<file path="src/rtl/mem_access_module.sv">
// RV32I memory-access stage: load/store over a request/response data port, load alignment and extension, MEM/WB register.
// Optional build macro MISALIGN_TRAP_EN: misaligned halfword/word accesses are flagged and retired without a memory request.
module mem_access_module (
    input  logic        clk,
    input  logic        rst_n,
    input  logic        ex_valid,
    input  logic [31:0] ALUout_x,
    input  logic [31:0] rs2_data_x,
    input  logic [31:0] pc_x,
    input  logic [4:0]  rd_x,
    input  logic        regwrite_x,
    input  logic [1:0]  WBsel_x,
    input  logic        mem_rd_x,
    input  logic        mem_wr_x,
    input  logic [2:0]  funct3_x,
    output logic        stall_m,
    output logic        dmem_req,
    output logic        dmem_we,
    output logic [31:0] dmem_addr,
    output logic [31:0] dmem_wdata,
    output logic [3:0]  dmem_be,
    input  logic        dmem_ready,
    input  logic        dmem_rvalid,
    input  logic [31:0] dmem_rdata,
    output logic        wb_valid,
    output logic [31:0] data_r,
    output logic [31:0] ALUout,
    output logic [31:0] pc_m,
    output logic [1:0]  WBsel,
    output logic [4:0]  rd_w,
    output logic        regwrite_w,
    output logic        misalign_w
);

    typedef enum logic [1:0] {IDLE, REQ, WAIT_R} state_t;
    state_t state;

    logic [1:0]  lane;
    logic        mem_op;
    logic        ld_byte, ld_half;
    logic        st_byte, st_half;
    logic        trap;
    logic        access;
    logic [31:0] st_wdata;
    logic [3:0]  st_be;
    logic [7:0]  ld_b;
    logic [15:0] ld_h;
    logic [31:0] load_ext;
    logic        accept;
    logic        commit_mem;
    logic        commit_plain;

    assign lane = ALUout_x[1:0];

    // Store and load size decode differ: every non-SB/SH store code is a word.
    always_comb begin
        mem_op  = ex_valid & (mem_rd_x | mem_wr_x);
        ld_byte = (funct3_x[1:0] == 2'b00);
        ld_half = (funct3_x[1:0] == 2'b01);
        st_byte = (funct3_x == 3'b000);
        st_half = (funct3_x == 3'b001);
    end

`ifdef MISALIGN_TRAP_EN
    logic is_half, is_word, misaligned;
    always_comb begin
        is_half    = mem_wr_x ? st_half : ld_half;
        is_word    = mem_wr_x ? !(st_byte | st_half) : !(ld_byte | ld_half);
        misaligned = (is_half & lane[0]) | (is_word & (lane != 2'b00));
        trap       = mem_op & misaligned;
    end
`else
    assign trap = 1'b0;
`endif

    assign access = mem_op & ~trap;

    always_comb begin
        st_wdata = rs2_data_x;
        st_be    = 4'b1111;
        if (st_byte) begin
            st_wdata = {4{rs2_data_x[7:0]}};
            st_be    = 4'b0001 << lane;
        end else if (st_half) begin
            st_wdata = {2{rs2_data_x[15:0]}};
            st_be    = 4'b0011 << {lane[1], 1'b0};
        end
    end

    always_comb begin
        case (lane)
            2'd0:    ld_b = dmem_rdata[7:0];
            2'd1:    ld_b = dmem_rdata[15:8];
            2'd2:    ld_b = dmem_rdata[23:16];
            default: ld_b = dmem_rdata[31:24];
        endcase
        ld_h = lane[1] ? dmem_rdata[31:16] : dmem_rdata[15:0];
        if (ld_byte)
            load_ext = {{24{~funct3_x[2] & ld_b[7]}}, ld_b};
        else if (ld_half)
            load_ext = {{16{~funct3_x[2] & ld_h[15]}}, ld_h};
        else
            load_ext = dmem_rdata;
    end

    // Request fields come straight from the execute inputs, which stall_m holds stable while in REQ.
    assign dmem_req   = rst_n & access & (state != WAIT_R);
    assign dmem_we    = dmem_req & mem_wr_x;
    assign dmem_addr  = dmem_req ? {ALUout_x[31:2], 2'b00} : '0;
    assign dmem_wdata = (dmem_req & mem_wr_x) ? st_wdata : '0;
    assign dmem_be    = (dmem_req & mem_wr_x) ? st_be : '0;

    assign accept       = dmem_req & dmem_ready;
    assign commit_mem   = (accept & mem_wr_x) | ((state == WAIT_R) & dmem_rvalid);
    assign commit_plain = (state == IDLE) & ex_valid & ~access;
    assign stall_m      = rst_n & access & ~commit_mem;

    always_ff @(posedge clk or negedge rst_n) begin
        if (!rst_n) begin
            state      <= IDLE;
            wb_valid   <= 1'b0;
            data_r     <= '0;
            ALUout     <= '0;
            pc_m       <= '0;
            WBsel      <= '0;
            rd_w       <= '0;
            regwrite_w <= 1'b0;
            misalign_w <= 1'b0;
        end else begin
            case (state)
                IDLE, REQ: begin
                    if (dmem_req) begin
                        if (!dmem_ready)
                            state <= REQ;
                        else if (mem_rd_x)
                            state <= WAIT_R;
                        else
                            state <= IDLE;
                    end else begin
                        state <= IDLE;
                    end
                end
                WAIT_R: begin
                    if (dmem_rvalid)
                        state <= IDLE;
                end
                default: state <= IDLE;
            endcase

            if (commit_mem | commit_plain) begin
                wb_valid   <= 1'b1;
                data_r     <= (state == WAIT_R) ? load_ext : '0;
                ALUout     <= ALUout_x;
                pc_m       <= pc_x;
                WBsel      <= WBsel_x;
                rd_w       <= rd_x;
                regwrite_w <= regwrite_x & ~trap;
                misalign_w <= trap;
            end else begin
                wb_valid   <= 1'b0;
                regwrite_w <= 1'b0;
            end
        end
    end

endmodule

</file>
<file path="config.mk">
export PLATFORM = sky130hd
export DESIGN_NAME = mem_access_module
export DESIGN_NICKNAME = d
export VERILOG_FILES = /design/src/rtl/mem_access_module.sv
export SDC_FILE = /design/constraint.sdc
export NUM_CORES = 1
export LEC_CHECK = 0
export CAP_MARGIN = 20
export CORE_MARGIN = 10
export CORE_UTILIZATION = 41
export CTS_CLUSTER_SIZE = 10
export DETAILED_ROUTE_END_ITERATION = 6
export GPL_TIMING_DRIVEN = 0
export PLACE_DENSITY = 0.87
export SYNTH_ARGS = -nofsm -noshare
export SYNTH_HDL_FRONTEND = slang
export SYNTH_SLANG_ARGS = --single-unit
</file>
<file path="constraint.sdc">
create_clock -name clk -period 5.45 [get_ports clk]
set_input_delay 0.545 -clock clk [delete_from_list [all_inputs] [get_ports clk]]
set_output_delay 0.545 -clock clk [all_outputs]
set_load 0.01 [all_outputs]
</file>
; ---- Yosys cells after proc, flatten, opt, wreduce, memory -nomap -nowiden
; Cells that the tools add are included.
[op_classes]
shifts = 2
n_lt_le_gt_ge = 0
n_div = 0
multipliers = 0
add_sub_neg = 0
bitwise = 18
n_mux = 19
eq_ne = 8
reduce_logical = 5
[ops]
columns = operator, count
row1 = two-way mux 32 bit, 7
row2 = one-hot mux 8 bit (3 select lines), 1
row3 = two-way mux 16 bit, 1
row4 = bitwise AND 1 bit, 12
row5 = two-way mux 4 bit, 3
row6 = two-way mux 2 bit, 4
row7 = == test 2 x 1 -> 1 bit (second input constant), 3
row8 = zero test 2 bit, 3
row9 = == test 2 bit (second input constant), 2
row10 = inequality test 2 bit (second input constant), 2
row11 = one-hot mux 2 bit (2 select lines), 1
row12 = << shifter 1 x 2 -> 4 bit (first input constant), 1
row13 = << shifter 2 x 2 -> 4 bit (first input constant), 1
row14 = == test 3 x 1 -> 1 bit (second input constant), 1
row15 = zero test 3 bit, 1
row16 = inverter 1 bit, 3
row17 = OR 1 bit, 3
row18 = two-way mux 1 bit, 2
row19 = OR reduction 2 bit, 1
[word_totals]
n_memories = 0
mem_bits_ro = 0
ramBits = 0
latchBits = 0
reg_bits = 107

; ---- Longest topological paths before layout
; Gate-level depths: netlist (run 1).
[depth]
word_depth = 9
depth_mapped = 7
depth_no_buf = 5

; ---- Least setup slack after synthesis (run 1)
; OpenSTA, ideal clock, no wires.
[synth_path]
path_kind = input port to output port
startpoint = input port funct3_x[1]
endpoint = output port dmem_wdata[27]
path_stages = 6
t_arrival_ps = 1705
slack_ps = 3200
cell_sequence = buf_2 or3_1 clkbuf_1 clkbuf_1 nor2_1 a211oi_1
[synth_between]
elab_chain_cells = 4
elab_cells_between_ends = 5
[synth_rtl]
columns = item, line
row1 = from (decl), 15  ; input logic [2:0] funct3_x,
row2 = == test 3 x 1 -> 1 bit, 61  ; st_half = (funct3_x == 3'b001);
row3 = two-way mux 32 bit, 84  ; end else if (st_half) begin
row4 = two-way mux 32 bit *, 81  ; if (st_byte) begin
row5 = two-way mux 32 bit *, 110  ; assign dmem_wdata = (dmem_req & mem_wr_x) ? st_wdata : '0;
row6 = to (decl), 20  ; output logic [31:0] dmem_wdata,
; Every way passes the cells marked *; elsewhere a longest branch is shown, timed or not.

; ---- Worst setup path after layout (run 1)
[layout_path]
startpoint = input port funct3_x[1]
endpoint = output port dmem_wdata[30]
; The elaborated chain is that of the path after synthesis.

==> results, run 1 <==
- The count of cells in the finished layout, fillers not included, comes to 1183.
- Yosys attributes the largest share of cell area to sky130_fd_sc_hd__dfrtp_1, sky130_fd_sc_hd__nand2_1, sky130_fd_sc_hd__and2_1.
- In this run the power density over the cells is 279 nW/um^2.
- Clock-pin slew was measured on the worst setup and hold paths at 70 ps.
- The initial antenna violation count is 0.
- The count of instances resized after the clock tree is built is 0.
- Before antenna repair, the detailed router went through 4 iterations.
- The I/O pin count is 323.
- Relative to the synthesized area, the layout overhead comes to 67.6%.
- The number of buffers and inverters on the critical path is 5.
- The source of the worst register-to-register timing path is state[0].
- The number of clock buffers inserted by TritonCTS is 9.
- The CTS tree is built.
- The maximum number of pins on one net before global-route repair is 66.
- For the final database, setup skew stands at 8.75 ps.
- The worst min-delay path category is in -> async.
- From left edge to right edge, the die measures 136 um.
- The number of buffers inserted by hold repair at cts is 0.
- Yosys mapped a number of flops with a built-in enable equal to 0.
- The transition time of the tightest slew-check pin is 687 ps.
- STA puts the critical path data required time at 4910 ps.
- The first-pass GRT wire length is 34900 um.
- The leakage power of the design is 0.00416 uW.
- The tool flagged a number of max-cap violations equal to 0.
- Headroom to the max-slew limit came out at 0.539.
- The clock period could shrink to 3460 ps.
- In the final layout, the share of cells above drive strength 1 is 0.0497.
- The repair_antennas step left the layout with diodes totalling 0.
- The cell with the largest stage delay on the worst path is sky130_fd_sc_hd__clkdlybuf4s50_1.
- The clock net in this run drives a total of 107 sinks.
- Data on the critical path arrives at its endpoint at 2920 ps.
- The count of filler cells inserted in the layout is 1048.
- Setup repair after global routing left no endpoint under its margin.
- The critical path starts at funct3_x[1].
- The end point of the critical path is dmem_wdata[30].
- The via count of the first global-routing pass is 6260.
- The number of cells on the critical path is 8.
- Counting flops with an async set or reset pin after synthesis yields a share of 1.00.
- The count of routing violations after the opening detailed-route iteration is 417.
- Detailed routing inserted a total of 5989 vias.
- Across every metal layer, demand over resource in global routing totals 0.239.
- The final count of hold timing violations is 0.
- The top-area cell type share of the netlist area is 0.484.
- Leaving out fill and tap cells, the most frequent cell in the layout is sky130_fd_sc_hd__clkdlybuf4s50_1.
- On the worst path, the slowest cell contributes a delay of 590 ps.
- The maximum VDD drop is 0.000134 V.
- Traced cell by cell, the critical path runs through clkdlybuf4s50_1 -> buf_2 -> or3_1 -> clkbuf_1 -> clkbuf_1 -> nor2_1 -> a211oi_1 -> clkdlybuf4s50_1.
- The unique cell type count in the Yosys netlist is 44.
- The number of buffers added for setup after CTS is 0.
- Counting cells, the worst reg-to-reg path comes to 7.
- The biggest area contributor in the post-synthesis netlist is sky130_fd_sc_hd__dfrtp_1.
- The yosys synthesis warning count is 0.
- In the routed design, unresolved DRC markers number 0.
- For flop-to-flop paths, the worst setup slack is 3570 ps.
- Synthesis produced a netlist whose cell count is 670.
- The final-report max-slew violation count is 0.
- The largest fanout on the critical path is 10.
- The total number of placement rows is 42.
- The reg-to-reg critical path endpoint is ALUout[1].
- The insertion delay of the later-clocked pin in the worst-skew pair is 350 ps.
- The post-detailed-placement half-perimeter wirelength is 18800 um.
- The depth of the CTS H-tree is 3.
- Setup violations remaining at the end of the flow were counted as 0.
- The floorplan step defined a die boundary enclosing 18500 sq um.
- The cell area that synthesis handed to floorplanning was 5540 sq um.
- The worst hold slack across all endpoints is 216 ps.
- The run finished with clean final reports.
- STA classifies the critical path endpoint as a primary output.
- The total congestion overflow is 0.
- Dividing the detail-routed wire length by the instance count gives 19.4 um.
- The core region is 13200 sq um.
- The count of input and output buffers is 318.
- Among cell families on the critical path, the largest total delay comes from buffers and inverters.
- The startpoint kind of the worst setup timing path is a primary input.
- The final layout contains routed wiring with a total length of 23000 um.
- The floorplan step set the die height to 136 um.
- The highest attainable clock frequency is 289 MHz.
- The global placement routability congestion is 0.916.
- The library cell used as clock root buffer is sky130_fd_sc_hd__clkbuf_16.
- The detail-routed via count per cell is 5.06.
- The period utilization is 0.635.
- The net count of the finished layout is 1148.
- Leaving out fill and tap cells, the most frequent cells in the layout are sky130_fd_sc_hd__clkdlybuf4s50_1, sky130_fd_sc_hd__nand2_1, sky130_fd_sc_hd__dfrtp_1.
- The effective utilization at floorplan is 0.418.
- Counting along the longest clock path gives a buffer depth of 2.
- Including well taps, the total number of placed cells is 1167.
- Synthesis inferred 107 register bits.
- The proportion of synthesized chip area in sequential cells is 0.484.
- A synthesized cell averages 8.26 sq um.
- The worst setup path is of the in -> out kind.
- The post-detailed-route count of antenna-violating nets is 0.
- For this run, the leading register cell type out of synthesis is sky130_fd_sc_hd__dfrtp_1.
[where the power goes]
group	switching [uW]	total (uW)	internal (uW)
Sequential	79.3	1020	943
Clock	331	658	327
Combinational	417	907	490
Total	827	2590	1760
[metrics by stage]
step	cell area (sq um)	power [uW]	setup TNS, ps	utilization	setup WS [ps]
3_3_place_gp	8950	1930	-214040	0.676	-2250
3_5_place_dp	8970	1950	0	0.677	1910
5_1_grt	9280	2720	0	0.700	1700
6_report	9280	2590	0	0.700	1990
4_1_cts	9280	2610	0	0.700	1900
2_1_floorplan	5540	1360	0	-	3200
[kinds of logic (layout without fill, tap and decap cells)]
group	count (synthesis)	count (layout)	synth area share
multiplexers	10	10	0.0183
buffers and inverters	62	397	0.0678
flip-flops	107	107	0.484
AND/OR/NAND/NOR	372	372	0.292
other	1	3	0.000677
AO/OA/AOI/OAI	118	118	0.137
[cells in the mapped netlist (2+ instances only)]
master,count
sky130_fd_sc_hd__and2_1,42
sky130_fd_sc_hd__buf_2,6
sky130_fd_sc_hd__nor2b_1,20
sky130_fd_sc_hd__clkbuf_1,25
sky130_fd_sc_hd__o21bai_1,7
sky130_fd_sc_hd__buf_4,3
sky130_fd_sc_hd__o32ai_1,7
sky130_fd_sc_hd__nand4_1,2
sky130_fd_sc_hd__o221ai_1,8
sky130_fd_sc_hd__a21o_1,2
sky130_fd_sc_hd__buf_6,16
sky130_fd_sc_hd__inv_1,10
sky130_fd_sc_hd__or4_1,7
sky130_fd_sc_hd__a21oi_1,35
sky130_fd_sc_hd__nand2_1,278
sky130_fd_sc_hd__a22o_1,8
sky130_fd_sc_hd__mux2i_1,9
sky130_fd_sc_hd__nor2_1,12
sky130_fd_sc_hd__a211oi_1,8
sky130_fd_sc_hd__nand2b_1,3
sky130_fd_sc_hd__o21ai_0,32
sky130_fd_sc_hd__dfrtp_1,107
sky130_fd_sc_hd__o21ai_1,2
[metal layers]
| metal | wire length (um) | up-vias | global-route usage |
|---|---|---|---|
| met1 | 8690 | 2836 | 0.267 |
| li1 | - | 2857 | - |
| met4 | 422 | 0 | 0.0740 |
| met5 | 0 | - | 0 |
| met3 | 2200 | 26 | 0.0734 |
| met2 | 11600 | 270 | 0.425 |
[state kept, by name, summed over array words and instances (netlist names)]
register,flops
ALUout,32
state,2
data_r,32
rd_w,5
pc_m,32
wb_valid,1
WBsel,2
regwrite_w,1
[worst min-delay path by stage]
stage                   start         to  slack (ps)  cells past startpoint
finish                  rst_n  ALUout[8]         220                      1
global route            rst_n  ALUout[8]         250                      1
CTS                     rst_n  ALUout[8]         230                      1
detailed placement   pc_m[26]   pc_m[26]         460                      2
global placement    ALUout[6]  ALUout[6]         460                      2
floorplan               rst_n  ALUout[0]         250                      0
[worst reg2reg max path, stage by stage, from the launching register on]
cell,delay (ps)
sky130_fd_sc_hd__dfrtp_1,410
sky130_fd_sc_hd__or4b_1,520
sky130_fd_sc_hd__a31o_1,240
sky130_fd_sc_hd__buf_6,140
sky130_fd_sc_hd__inv_4,150
sky130_fd_sc_hd__buf_6,170
sky130_fd_sc_hd__nand2_1,80
sky130_fd_sc_hd__nand2_1,100
[final cells by class]
cell class              instances  area, sq um  share of cell area
clock buffers                   9          225              0.0243
well taps                     176          220              0.0237
flip-flops and latches        107         2680               0.289
inverters                      11         43.8             0.00472
plain buffers                  51          332              0.0357
repair buffers                319         3210               0.346
multi-input cells             503         2490               0.268
clock inverters                 7         80.1             0.00863
Note: power is estimated with default switching activity, not from simulation.
==> inputs of run 2 (changes only) <==
Settings changed: CORE_UTILIZATION 41 to 38, PLACE_DENSITY 0.87 to 0.82.
Clock period 5.45 ns to 3.4 ns, I/O delays scaled along.
==> run 2 against run 1 <==
Power increased by 59%; sequential power increased by 61%; sequential cell count unchanged; via count decreased by 0.18%; final area about the same; critical path depth unchanged; setup slack got worse by 1800 ps; routed wire length decreased by 0.72%; clock skew increased by 0.51 ps; combinational power increased by 60%; non-clock buffer count unchanged; largest cell class unchanged.
==> results, run 2 (synthesis results as in run 1) <==
- The flow ran to the end, and the final reports show no timing, DRC or antenna violations.
- The worst stage delay on the critical path is 610 ps (+20 ps).
- The gate family responsible for the most delay along the worst path is buffers and inverters.
- In the final layout, the registers with the most flip-flops are ALUout (32), data_r (32), pc_m (32).
- The sum of negative setup slack is 0 ps (unchanged).
- The number of buffers on the longest clock path is 2 (unchanged).
- The utilization after layout came to 0.643 (-0.0571).
- The total of max-cap violations is 0 (unchanged).
- Leaving out fill and tap cells, the most frequent cells in the layout are sky130_fd_sc_hd__clkdlybuf4s50_1, sky130_fd_sc_hd__nand2_1, sky130_fd_sc_hd__dfrtp_1.
- The final count of hold timing violations was 0 (unchanged).
- The routed length per placed instance is 19.1 um (-1.4%).
- The clock-pin slew on the worst setup and hold paths is 70 ps (about the same).
- The transition time of the tightest slew-check pin is 765 ps (+77.6 ps).
- The relative slew slack came to 0.487 (-0.0520).
- The die outline area was 19800 sq um (+6.7%).
- The overall power of the completed layout came to 4120 uW (+59%).
- The fraction of power consumed by sequential logic is 0.397 (+0.002).
- The library cell used most frequently in the layout, excluding fill and tap cells, is sky130_fd_sc_hd__clkdlybuf4s50_1.
- The routed wire length is 22800 um (-0.72%).
- The count of final setup violators is 0 (unchanged).
- The number of iterations in the first detailed-routing pass was 5 (+1).
- The worst setup path is captured at a primary output.
- The time the worst path needs with I/O delays and setup is 3210 ps.
- The count of filler cells inserted in the layout is 1237 (+18%).
- The floorplan core area is 14400 sq um (+8.9%).
- The share of post-route cells with drive strength above 1 is 0.0506 (+0.000993).
- The first-pass GRT wire length is 35000 um (+0.48%).
- The worst setup path is launched from a primary input.
- The data arrival at the endpoint of the critical path is 2870 ps (-50 ps).
- The worst endpoint required time is 3060 ps (-1850 ps).
- The post-detailed-placement half-perimeter wirelength is 18600 um (-0.76%).
- The period utilization is 0.945.
- The proportion of total power due to net switching is 0.317 (-0.00281).
- Setup repair after global routing left no endpoint under its margin.
- The number of vias in the routed layout is 5978 (-0.18%).
- The net count of the finished layout is 1148 (unchanged).
- The total number of placement rows is 44 (+4.8%).
- The clock network fraction of design power came to 0.252 (-0.002).
- The I/O pin count is 323 (unchanged).
- The number of clock buffers inserted by TritonCTS came to 9 (unchanged).
- The total track usage is 0.223 (-0.0157).
- The final-report max-slew violation count is 0 (unchanged).
- For this design, the slowest cell found on the critical path is sky130_fd_sc_hd__clkdlybuf4s50_1.
- The worst hold slack across all endpoints is 16.5 ps (-200 ps).
- The global placement routability congestion is 0.928 (+1.3%).
- The library cell used as clock root buffer is sky130_fd_sc_hd__clkbuf_16.
- The number of DRC violations after detailed routing is 0 (unchanged).
- The effective utilization at floorplan is 0.384 (-0.0342).
- The synthesis-to-layout area growth was 67.7% (about the same).
- The share of power burned in combinational logic is 0.351 (about the same).
- The initial antenna violation count is 1 (+1).
- The buffers plus inverters on the worst setup path is 5 (unchanged).
- The count of routing violations after the opening detailed-route iteration came to 431 (+3.4%).
- The number of buffers inserted by hold repair at cts is 0 (unchanged).
- The number of buffers added for setup after CTS is 0 (unchanged).
- The CTS tree is built.
- The maximum VDD drop was 0.000249 V (+86%).
- The maximum number of pins on one net before global-route repair is 64 (-3.0%).
- The tightest min-delay check is of the in -> async type.
- The floorplan die height came to 141 um (+3.3%).
- The total congestion overflow is 0 (unchanged).
- The leakage power of the design is 0.00415 uW (about the same).
- The internal power is 2820 uW (+60%).
- The total inserted antenna cells was 0 (unchanged).
- The via count of the first global-routing pass is 6244 (-0.26%).
- The critical path is of the in -> out type.
- The die width was 141 um (+3.3%).
- The net switching power is 1310 uW (+58%).
- The detail-routed via count per cell came to 5.02 (-0.85%).
- The largest fanout on the critical path is 10 (unchanged).
- The areal power density over the cells is 444 nW/um^2 (+59%).
- The insertion delay of the later-clocked pin in the worst-skew pair was 350 ps (about the same).
- Static timing analysis puts the maximum clock frequency at 311 MHz.
- The post-detailed-route count of antenna-violating nets is 0 (unchanged).
- The worst clock skew was 9.26 ps (+0.509 ps).
- The depth of the CTS H-tree is 3 (unchanged).
- The count of input and output buffers is 318 (unchanged).
- The number of sinks driven by the clock tree was 107 (unchanged).
- The signal on the critical path passes through clkdlybuf4s50_1 -> buf_2 -> or3_1 -> clkbuf_1 -> clkbuf_1 -> nor2_1 -> a211oi_1 -> clkdlybuf4s50_1.
## run 2: cell count changes in the layout (fill, tap and decap cells not counted), sizes merged
cell    delta
inv        +1
clkinv     -1
## run 2: power by group through the flow
| stage | Sequential, uW | Combinational [uW] | Clock, uW |
|---|---|---|---|
| 6_report | 1640 | 1450 | 1040 |
| 5_1_grt | 1670 | 1570 | 1110 |
| 4_1_cts | 1640 | 1470 | 1070 |
| 3_5_place_dp | 1660 | 1460 | 0 |
| 3_3_place_gp | 1650 | 1440 | 0 |
| 2_1_floorplan | 1770 | 408 | 0 |
## run 2: area by class of cell
type | instances | area, sq um | area share
Clock inverter | 7 | 71.3 | 0.00769
Inverter | 11 | 43.8 | 0.00472
Tap cell | 184 | 230 | 0.0248
Sequential cell | 107 | 2680 | 0.289
Multi-Input combinational cell | 503 | 2490 | 0.269
Clock buffer | 9 | 225 | 0.0243
Timing Repair Buffer | 319 | 3210 | 0.346
Buffer | 51 | 332 | 0.0357
## run 2: metal layers
metal	up-vias	global-route usage	part of all wire
met5	-	0	0.00039
met4	2	0.0924	0.032
met3	42	0.0796	0.10
met2	291	0.376	0.49
met1	2793	0.250	0.38
li1	2850	-	-
## run 2: worst register-to-register path, cell delays in order, from the launching register on
cell                      delay, ps
sky130_fd_sc_hd__dfrtp_1        400
sky130_fd_sc_hd__or4b_1         520
sky130_fd_sc_hd__a31o_1         240
sky130_fd_sc_hd__buf_6          140
sky130_fd_sc_hd__inv_4          160
sky130_fd_sc_hd__buf_6          170
sky130_fd_sc_hd__nand2_1         90
sky130_fd_sc_hd__nand2_1         70
## run 2: per-stage QoR
step | instances | worst slack (ps) | cell area, sq um
global placement | 1174 | -4010 | 8960
CTS | 1191 | 172 | 9280
finish | 1191 | 186 | 9280
detailed placement | 1175 | 175 | 8980
global route | 1191 | 86.6 | 9280
floorplan | 672 | 1560 | 5540
## run 2: timing repair
| item | in CTS | in global routing |
|---|---|---|
| endpoints found under the hold margin | 0 | 0 |
| resized for setup | 0 | 1 |
| setup endpoints to repair | 0 | 1 |
## run 2: worst paths after layout
| check | startpoint | cells after the start | to | slack [ps] |
|---|---|---|---|---|
| worst max-delay path | funct3_x[1] | 8 | dmem_wdata[27] | 190 |
| worst min-delay path | rst_n | 1 | wb_valid | 20 |
| worst max register to register | state[0] | 7 | ALUout[5] | 1560 |
| worst min register to register | ALUout[31] | 2 | ALUout[31] | 480 |
| max in group asynchronous | rst_n | 2 | ALUout[16] | 2640 |
| min in group clk | ALUout[31] | 2 | ALUout[31] | 480 |
